<file path="config.mk">
export PLATFORM = sky130hd
export DESIGN_NAME = vga_timing_gen_flat
export DESIGN_NICKNAME = d
export VERILOG_FILES = /design/src/rtl/vga_timing_gen_if.sv /design/src/rtl/vga_timing_gen.sv /design/src/flat_wrapper.sv
export SDC_FILE = /design/constraint.sdc
export NUM_CORES = 1
export LEC_CHECK = 0
export BUFFER_PORTS_ARGS = -buffer_cell sky130_fd_sc_hd__buf_4
export CELL_PAD_IN_SITES_DETAIL_PLACEMENT = 1
export CELL_PAD_IN_SITES_GLOBAL_PLACEMENT = 2
export CORE_ASPECT_RATIO = 1.25
export CORE_UTILIZATION = 35
export DETAILED_ROUTE_END_ITERATION = 7
export PLACE_DENSITY = 0.87
export SLEW_MARGIN = 40
export SYNTH_ARGS = -nofsm -noshare
export SYNTH_HDL_FRONTEND = slang
export SYNTH_SLANG_ARGS = --single-unit
</file>
<file path="constraint.sdc">
create_clock -name clk -period 4.1 [get_ports clk]
set_input_delay 0.615 -clock clk [delete_from_list [all_inputs] [get_ports clk]]
set_output_delay 0.615 -clock clk [all_outputs]
set_load 0.02 [all_outputs]
</file>
<file path="src/rtl/vga_timing_gen_if.sv">
// vga_timing_gen_if: timing outputs of vga_timing_gen bundled for downstream stages.
// The master modport drives the bundle (the timing generator). The slave modport
// receives it (RGB switch path, test_pattern_gen).
interface vga_timing_gen_if;
    logic       pix_tick;
    logic       h_sync;
    logic       v_sync;
    logic       DE;
    logic [9:0] pixel_x;
    logic [9:0] pixel_y;
    logic       frame_start;
    logic [7:0] frame_cnt;

    modport master (
        output pix_tick, h_sync, v_sync, DE, pixel_x, pixel_y, frame_start, frame_cnt
    );

    modport slave (
        input pix_tick, h_sync, v_sync, DE, pixel_x, pixel_y, frame_start, frame_cnt
    );
endinterface

</file>
<file path="src/rtl/vga_timing_gen.sv">
// vga_timing_gen: 640x480@60 VGA timing generator with a pixel-rate enable.
// Every output is a register. DE, sync and frame_start are decoded from the next-state
// counter values, so they always match the pixel_x/pixel_y being presented.
// Optional frame counter: define VGA_FRAME_CNT_EN. Without it, frame_cnt is tied to zero.
module vga_timing_gen #(
    parameter int unsigned CLK_DIV   = 4,
    parameter int unsigned H_VISIBLE = 640,
    parameter int unsigned H_FP      = 16,
    parameter int unsigned H_SYNC    = 96,
    parameter int unsigned H_BP      = 48,
    parameter int unsigned V_VISIBLE = 480,
    parameter int unsigned V_FP      = 10,
    parameter int unsigned V_SYNC    = 2,
    parameter int unsigned V_BP      = 33
) (
    input  logic              clk,
    input  logic              reset,
    vga_timing_gen_if.master  vga
);
    localparam int unsigned H_TOTAL = H_VISIBLE + H_FP + H_SYNC + H_BP;
    localparam int unsigned V_TOTAL = V_VISIBLE + V_FP + V_SYNC + V_BP;

    localparam logic [3:0] DIV_LAST = 4'(CLK_DIV - 1);
    localparam logic [9:0] H_LAST   = 10'(H_TOTAL - 1);
    localparam logic [9:0] V_LAST   = 10'(V_TOTAL - 1);
    localparam logic [9:0] H_VIS    = 10'(H_VISIBLE);
    localparam logic [9:0] H_SS     = 10'(H_VISIBLE + H_FP);
    localparam logic [9:0] H_SE     = 10'(H_VISIBLE + H_FP + H_SYNC);
    localparam logic [9:0] V_VIS    = 10'(V_VISIBLE);
    localparam logic [9:0] V_SS     = 10'(V_VISIBLE + V_FP);
    localparam logic [9:0] V_SE     = 10'(V_VISIBLE + V_FP + V_SYNC);

    logic [3:0] r_div,         w_div_d;
    logic       r_pix_tick,    w_pix_tick_d;
    logic [9:0] r_h_cnt,       w_h_cnt_d;
    logic [9:0] r_v_cnt,       w_v_cnt_d;
    logic       r_de,          w_de_d;
    logic       r_h_sync,      w_h_sync_d;
    logic       r_v_sync,      w_v_sync_d;
    logic       r_frame_start, w_frame_start_d;

    // Next-state: divider, counters (advance after each tick cycle) and decoded outputs
    always_comb begin
        w_div_d      = (r_div == DIV_LAST) ? 4'd0 : r_div + 4'd1;
        w_pix_tick_d = (w_div_d == DIV_LAST);
        w_h_cnt_d    = r_h_cnt;
        w_v_cnt_d    = r_v_cnt;
        // r_pix_tick rather than r_div so the reset cycle never advances, even at CLK_DIV=1
        if (r_pix_tick) begin
            if (r_h_cnt == H_LAST) begin
                w_h_cnt_d = 10'd0;
                w_v_cnt_d = (r_v_cnt == V_LAST) ? 10'd0 : r_v_cnt + 10'd1;
            end else begin
                w_h_cnt_d = r_h_cnt + 10'd1;
            end
        end
        w_de_d          = (w_h_cnt_d < H_VIS) && (w_v_cnt_d < V_VIS);
        w_h_sync_d      = !((w_h_cnt_d >= H_SS) && (w_h_cnt_d < H_SE));
        w_v_sync_d      = !((w_v_cnt_d >= V_SS) && (w_v_cnt_d < V_SE));
        w_frame_start_d = w_pix_tick_d && (w_h_cnt_d == 10'd0) && (w_v_cnt_d == 10'd0);
    end

    // State and output registers; reset presents pixel (0,0) with syncs idle
    always_ff @(posedge clk or negedge reset) begin
        if (!reset) begin
            r_div         <= 4'd0;
            r_pix_tick    <= 1'b0;
            r_h_cnt       <= 10'd0;
            r_v_cnt       <= 10'd0;
            r_de          <= 1'b1;
            r_h_sync      <= 1'b1;
            r_v_sync      <= 1'b1;
            r_frame_start <= 1'b0;
        end else begin
            r_div         <= w_div_d;
            r_pix_tick    <= w_pix_tick_d;
            r_h_cnt       <= w_h_cnt_d;
            r_v_cnt       <= w_v_cnt_d;
            r_de          <= w_de_d;
            r_h_sync      <= w_h_sync_d;
            r_v_sync      <= w_v_sync_d;
            r_frame_start <= w_frame_start_d;
        end
    end

    assign vga.pix_tick    = r_pix_tick;
    assign vga.h_sync      = r_h_sync;
    assign vga.v_sync      = r_v_sync;
    assign vga.DE          = r_de;
    assign vga.pixel_x     = r_h_cnt;
    assign vga.pixel_y     = r_v_cnt;
    assign vga.frame_start = r_frame_start;

`ifdef VGA_FRAME_CNT_EN
    logic [7:0] r_frame_cnt;
    logic       w_frame_wrap;

    assign w_frame_wrap = r_pix_tick && (r_h_cnt == H_LAST) && (r_v_cnt == V_LAST);

    // Frame counter steps on the edge where (H_TOTAL-1, V_TOTAL-1) wraps to (0, 0)
    always_ff @(posedge clk or negedge reset) begin
        if (!reset) begin
            r_frame_cnt <= 8'd0;
        end else if (w_frame_wrap) begin
            r_frame_cnt <= r_frame_cnt + 8'd1;
        end
    end

    assign vga.frame_cnt = r_frame_cnt;
`else
    assign vga.frame_cnt = 8'd0;
`endif

endmodule
</file>
<file path="src/flat_wrapper.sv">
// flat-port wrapper written by rule: the top's interface ports become plain ports
module vga_timing_gen_flat 
#(
    parameter int unsigned CLK_DIV   = 4,
    parameter int unsigned H_VISIBLE = 640,
    parameter int unsigned H_FP      = 16,
    parameter int unsigned H_SYNC    = 96,
    parameter int unsigned H_BP      = 48,
    parameter int unsigned V_VISIBLE = 480,
    parameter int unsigned V_FP      = 10,
    parameter int unsigned V_SYNC    = 2,
    parameter int unsigned V_BP      = 33
)
  (clk, reset, vga_pix_tick, vga_h_sync, vga_v_sync, vga_DE, vga_pixel_x, vga_pixel_y, vga_frame_start, vga_frame_cnt);
  vga_timing_gen_if vga_i ();
  input  logic clk;
  input  logic reset;
  output wire logic [$bits(vga_i.pix_tick)-1:0] vga_pix_tick;
  output wire logic [$bits(vga_i.h_sync)-1:0] vga_h_sync;
  output wire logic [$bits(vga_i.v_sync)-1:0] vga_v_sync;
  output wire logic [$bits(vga_i.DE)-1:0] vga_DE;
  output wire logic [$bits(vga_i.pixel_x)-1:0] vga_pixel_x;
  output wire logic [$bits(vga_i.pixel_y)-1:0] vga_pixel_y;
  output wire logic [$bits(vga_i.frame_start)-1:0] vga_frame_start;
  output wire logic [$bits(vga_i.frame_cnt)-1:0] vga_frame_cnt;
  assign vga_pix_tick = vga_i.pix_tick;
  assign vga_h_sync = vga_i.h_sync;
  assign vga_v_sync = vga_i.v_sync;
  assign vga_DE = vga_i.DE;
  assign vga_pixel_x = vga_i.pixel_x;
  assign vga_pixel_y = vga_i.pixel_y;
  assign vga_frame_start = vga_i.frame_start;
  assign vga_frame_cnt = vga_i.frame_cnt;
  vga_timing_gen #(.CLK_DIV(CLK_DIV), .H_VISIBLE(H_VISIBLE), .H_FP(H_FP), .H_SYNC(H_SYNC), .H_BP(H_BP), .V_VISIBLE(V_VISIBLE), .V_FP(V_FP), .V_SYNC(V_SYNC), .V_BP(V_BP)) u_core (.clk(clk), .reset(reset), .vga(vga_i));
endmodule
</file>
# Yosys cells after proc, flatten, opt, wreduce, memory -nomap -nowiden
# Cells that the tools add are included.
[totals]
regBits = 29
inputBits = 2
out_inout_bits = 33
[classes]
reduce_logical = 9
add_sub_neg = 3
muxes = 6
magnitude_cmp = 6
eq_ne = 4
[ops]
columns = ["cell", "n"]
rows = [
  ["10-bit two-way mux", 5],
  ["10-bit by 1-bit adder with 10-bit output, second input constant", 2],
  ["10-bit equality test, second input constant", 2],
  ["10-bit zero test", 2],
  ["10-bit < comparator, second input constant", 2],
  ["10-bit by 9-bit < comparator with 1-bit output, second input constant", 2],
  ["10-bit greater-or-equal comparator, second input constant", 1],
  ["10-bit by 9-bit greater-or-equal comparator with 1-bit output, second input constant", 1],
  ["4-bit by 2-bit equality test with 1-bit output, second input constant", 2],
  ["1-bit logical AND", 5],
  ["4-bit by 1-bit adder with 4-bit output, second input constant", 1],
  ["4-bit two-way mux", 1],
  ["1-bit zero test", 2],
]

# Longest topological paths before layout
[logic_depth]
ltp_word = 7
mapped_depth = 10

# Worst setup path before layout
# OpenSTA, ideal clock, no wires.
[synth_path]
path_kind = "register to register"
from = "reg u_core.r_h_cnt[0], in the netlist u_core.vga.pixel_x[0]"
to = "reg u_core.r_frame_start, in the netlist u_core.vga.frame_start"
synth_period_minus_slack_ns = 2.547
required_ns = 4.032
stages_incl_launch_ff = 10
path_slack_ns = 1.553
n_path_buf = 2
t_arrival_ns = 2.479
cell_sequence = "dfrtp_1 ha_1 and4_1 buf_4 and4_1 buf_4 a21oi_2 or4b_1 a2111oi_0 and4b_1"
[synth_via]
elab_chain_cells = 6
[synth_lines]
columns = ["item", "line_no", "source"]
rows = [
  ["start: declaration", "vga_timing_gen.sv:35", "logic [9:0] r_h_cnt, w_h_cnt_d;"],
  ["start signal: assignment", "vga_timing_gen.sv:77", "r_h_cnt <= w_h_cnt_d;"],
  ["10-bit by 1-bit adder with 10-bit output / 10-bit equality test (equally long branches)", "vga_timing_gen.sv:54, vga_timing_gen.sv:50", ""],
  ["10-bit two-way mux (*)", "vga_timing_gen.sv:50", "if (r_h_cnt == H_LAST) begin"],
  ["10-bit two-way mux (*)", "vga_timing_gen.sv:49", "if (r_pix_tick) begin"],
  ["net u_core.w_h_cnt_d[5]", "vga_timing_gen.sv:35", ""],
  ["10-bit zero test (*)", "vga_timing_gen.sv:60", "w_frame_start_d = w_pix_tick_d && (w_h_cnt_d == 10'd0) && (w_v_cnt_d == 10'd0);"],
  ["1-bit logical AND (*) (2 in series)", "vga_timing_gen.sv:60", ""],
  ["net u_core.w_frame_start_d", "vga_timing_gen.sv:40", "logic r_frame_start, w_frame_start_d;"],
  ["end signal: assignment", "vga_timing_gen.sv:82", "r_frame_start <= w_frame_start_d;"],
  ["end: declaration", "vga_timing_gen.sv:40", ""],
]
# The timed path passes the listed nets; every way through them passes the cells marked *.

# Final worst setup path
# Same ends and word-level chain as after synthesis.

==> impl_results.md <==
- Grt total ovfl: 0
- Reg2Reg Depth: 7
- Die area: a little over 5000 um2
- Max-cap viol count: 0
- Final sum of negative setup slack: 0 ns
- Synth cell types: 42
- Die X: 64.4 um
- Post-synth top area cell: dfrtp_1
- Syn Area/Cell: approximately 9.3 um2
- Rows: 28
- H-tree Lvls: 2
- Root Buffer Master: clkbuf_8
- Largest net degree at the start of global routing: 30
- Initial DRT Pass Iterations: 4
- R2r endpoint: u_core.vga.frame_start
- Worst Tran Pin Value: 0.562 ns
- Post-CTS Hold Buffers: 0
- Via count: 1445
- Final setup skew: about 0.0047 ns
- Setup CP Type: flop to flop
- Worst Path Max Fanout: 8
- Fin. Hold Viols: 0
- Starting Density: 0.362
- Register area share after synthesis: 0.429
- Ratio of cells with drive above 1 in the final layout: 0.188
- DRT iter0 DRCs: 59
- Top-level port count: 35
- Core outline area: between 4000 and 5000 um2
- Routed Wire Length: 4300 um
- Vias in the first global route: between 1000 and 1500
- PortBufs: 26
- Slew Viols, Final: 0
- Final Util: 0.425
- Post-CTS setup buffer count: 0
- Crit share post-route: 0.650
- Ranking of synthesized cells by area: dfrtp_1 (38%), xnor2_1 (5.1%), dfstp_2 (4.6%)
- Clk_lat worst skew: 0.28 ns
- Ant diodes: 0
- Crit path from: u_core.vga.pixel_x[0]
- # resized after CTS: 0
- Peak supply drop: approximately 0.00013 V
- Power Density: between 200 and 300 nW/um2
- Status: finished clean
- Tmin final: roughly 2.7 ns
- Kind of end point of the critical path: flop
- Clk slew on worst S/H paths: 0.06 ns
- Commonest non-fill, non-tap cells in the layout: buf_4 (27), dfrtp_1 (26), nand2_1 (21)
- Max Fclk: around 380 MHz
- Critical path arrival: 2.89 ns
- CTS Buf Count: 5
- Initial antenna violation count: 0
- Worst EP required: 4.32 ns
- Final Setup Violations: 0
- Crit path launch type: flop
- Commonest non-fill, non-tap cell in the layout: buf_4
- GP Congestion: 0.762
- Area grow syn2layout: 17.1%
- Via/cell ratio: approximately 5.4
- DRC errors left: 0
- Buffer levels on the longest clock path: 2
- Static Leak: approximately 0.9 nW
- RSZ-0062 raised after global routing: false
- Overall routing resource usage: 0.181
- Mapped Area: between 1500 and 2000 um2
- Post-synth top area share: 0.382
- Slew HR: 0.625
- Hpwl dp: 3120 um
- Die H: 80.0 um
- Mapped Cells: 182
- Remaining antenna violation count: 0
- Worst r2r src: u_core.vga.pixel_x[0]
- Post-DR wirelength/cell: 16.1 um
- Nets: ~210
- Clk sinks: 29
- R2R Setup Slk: ~1.4 ns
- Crit path capture: u_core.vga.frame_start
- Yosys warns: 0
- Hold/Removal Path Class: input pin to async pin
- Global-route wire length before repair: 6870 um
- CTS tree: done
- Yosys reg bits: 29
==> Yosys cell counts, drive strengths merged <==
cell type / number
dfstp: 3
a211o: 2
and3: 5
nand2b: 2
a221o: 1
xnor2: 10
a31oi: 5
o21ai: 14
nand3: 12
conb: 1
dfrtp: 26
a21oi: 5
a21o: 1
nor4: 3
buf: 11
o31ai: 1
and4: 4
or3: 2
mux2i: 1
nand2: 21
and4b: 1
nand3b: 2
nor3: 2
xor2: 3
nor4b: 2
or4b: 1
nor2b: 3
nor2: 7
clkbuf: 6
ha: 5
a2111oi: 1
nand4: 6
o22ai: 1
o311ai: 1
and3b: 1
a211oi: 4
a32o: 1
inv: 5
==> critical path, cell delays in order, from the launching register on <==
cell and delay [ns]:
dfrtp_1 0.47, ha_1 0.28, and4_1 0.38, and4_1 0.28, a21oi_2 0.05, or4b_1 0.53
a2111oi_0 0.38, and4b_1 0.24
==> cell families after synthesis <==
group	after synthesis	share of synthesized area
muxes	1	0.00588
AOI/OAI and AO/OA	37	0.139
xor gates and xnor gates	13	0.0669
other	1	0.00220
and+or+nand+nor	74	0.249
adders and majority gates	5	0.0368
buffers and inverters	22	0.0713
DFF	29	0.429
==> metrics by stage <==
| step | hold slack [ns] | worst slack (ns) | instance area (um2) | cells | total power [mW] |
|---|---|---|---|---|---|
| finish | 0.255 | 1.44 | 1990 | 267 | 0.547 |
| global route | 0.275 | 1.21 | 1990 | 267 | 0.566 |
| CTS | 0.254 | 1.44 | 1990 | 267 | 0.559 |
| detailed placement | 0.505 | 1.47 | 1900 | 259 | 0.305 |
| global placement | 0.505 | 1.43 | 1900 | 259 | 0.304 |
| floorplan | 0.319 | 1.55 | 1730 | 189 | 0.304 |
==> cell type report <==
cell class | count | area, um2
sequential | 29 | 729
multi-input combinational | 138 | 877
fill | 558 | 2700
tap | 60 | 75.1
inverter | 5 | 18.8
timing repair buffer | 27 | 203
clock buffer | 8 | 90.1
==> flip-flops by register name, indices dropped and copies added, names as in the netlist <==
name / count
u_core.r_div: 4
u_core.vga.pixel_y: 10
u_core.vga.pixel_x: 10
u_core.vga.v_sync: 1
u_core.vga.DE: 1
u_core.vga.h_sync: 1
u_core.vga.frame_start: 1
u_core.vga.pix_tick: 1
==> how the worst min path moves through the flow <==
stage | startpoint | end | depth (start not counted)
after floorplan | reset | u_core.r_div[0] | 0
after global placement | u_core.r_div[0] | u_core.r_div[0] | 1
after detailed placement | u_core.r_div[0] | u_core.r_div[0] | 1
after CTS | reset | u_core.vga.pixel_y[2] | 1
after global routing | reset | u_core.vga.pixel_x[9] | 1
final | reset | u_core.vga.pixel_y[2] | 1
==> report_power, final <==
part	total, mW	leakage (nW)	switching (mW)	internal [mW]
combinational	0.0128	0.464	0.0122	0.000647
clock	0.248	0.0455	0.111	0.137
sequential	0.286	0.380	0	0.286
==> metal layers <==
layer / track usage / vias to the layer above / wire (um)
li1: - / 696 / -
met1: 0.199 / 716 / 1800
met3: 0.0514 / 5 / 157
met2: 0.322 / 28 / 2280
met5: 0 / - / 0
met4: 0.0733 / 0 / 68
Power figures use the tool's default switching activity.
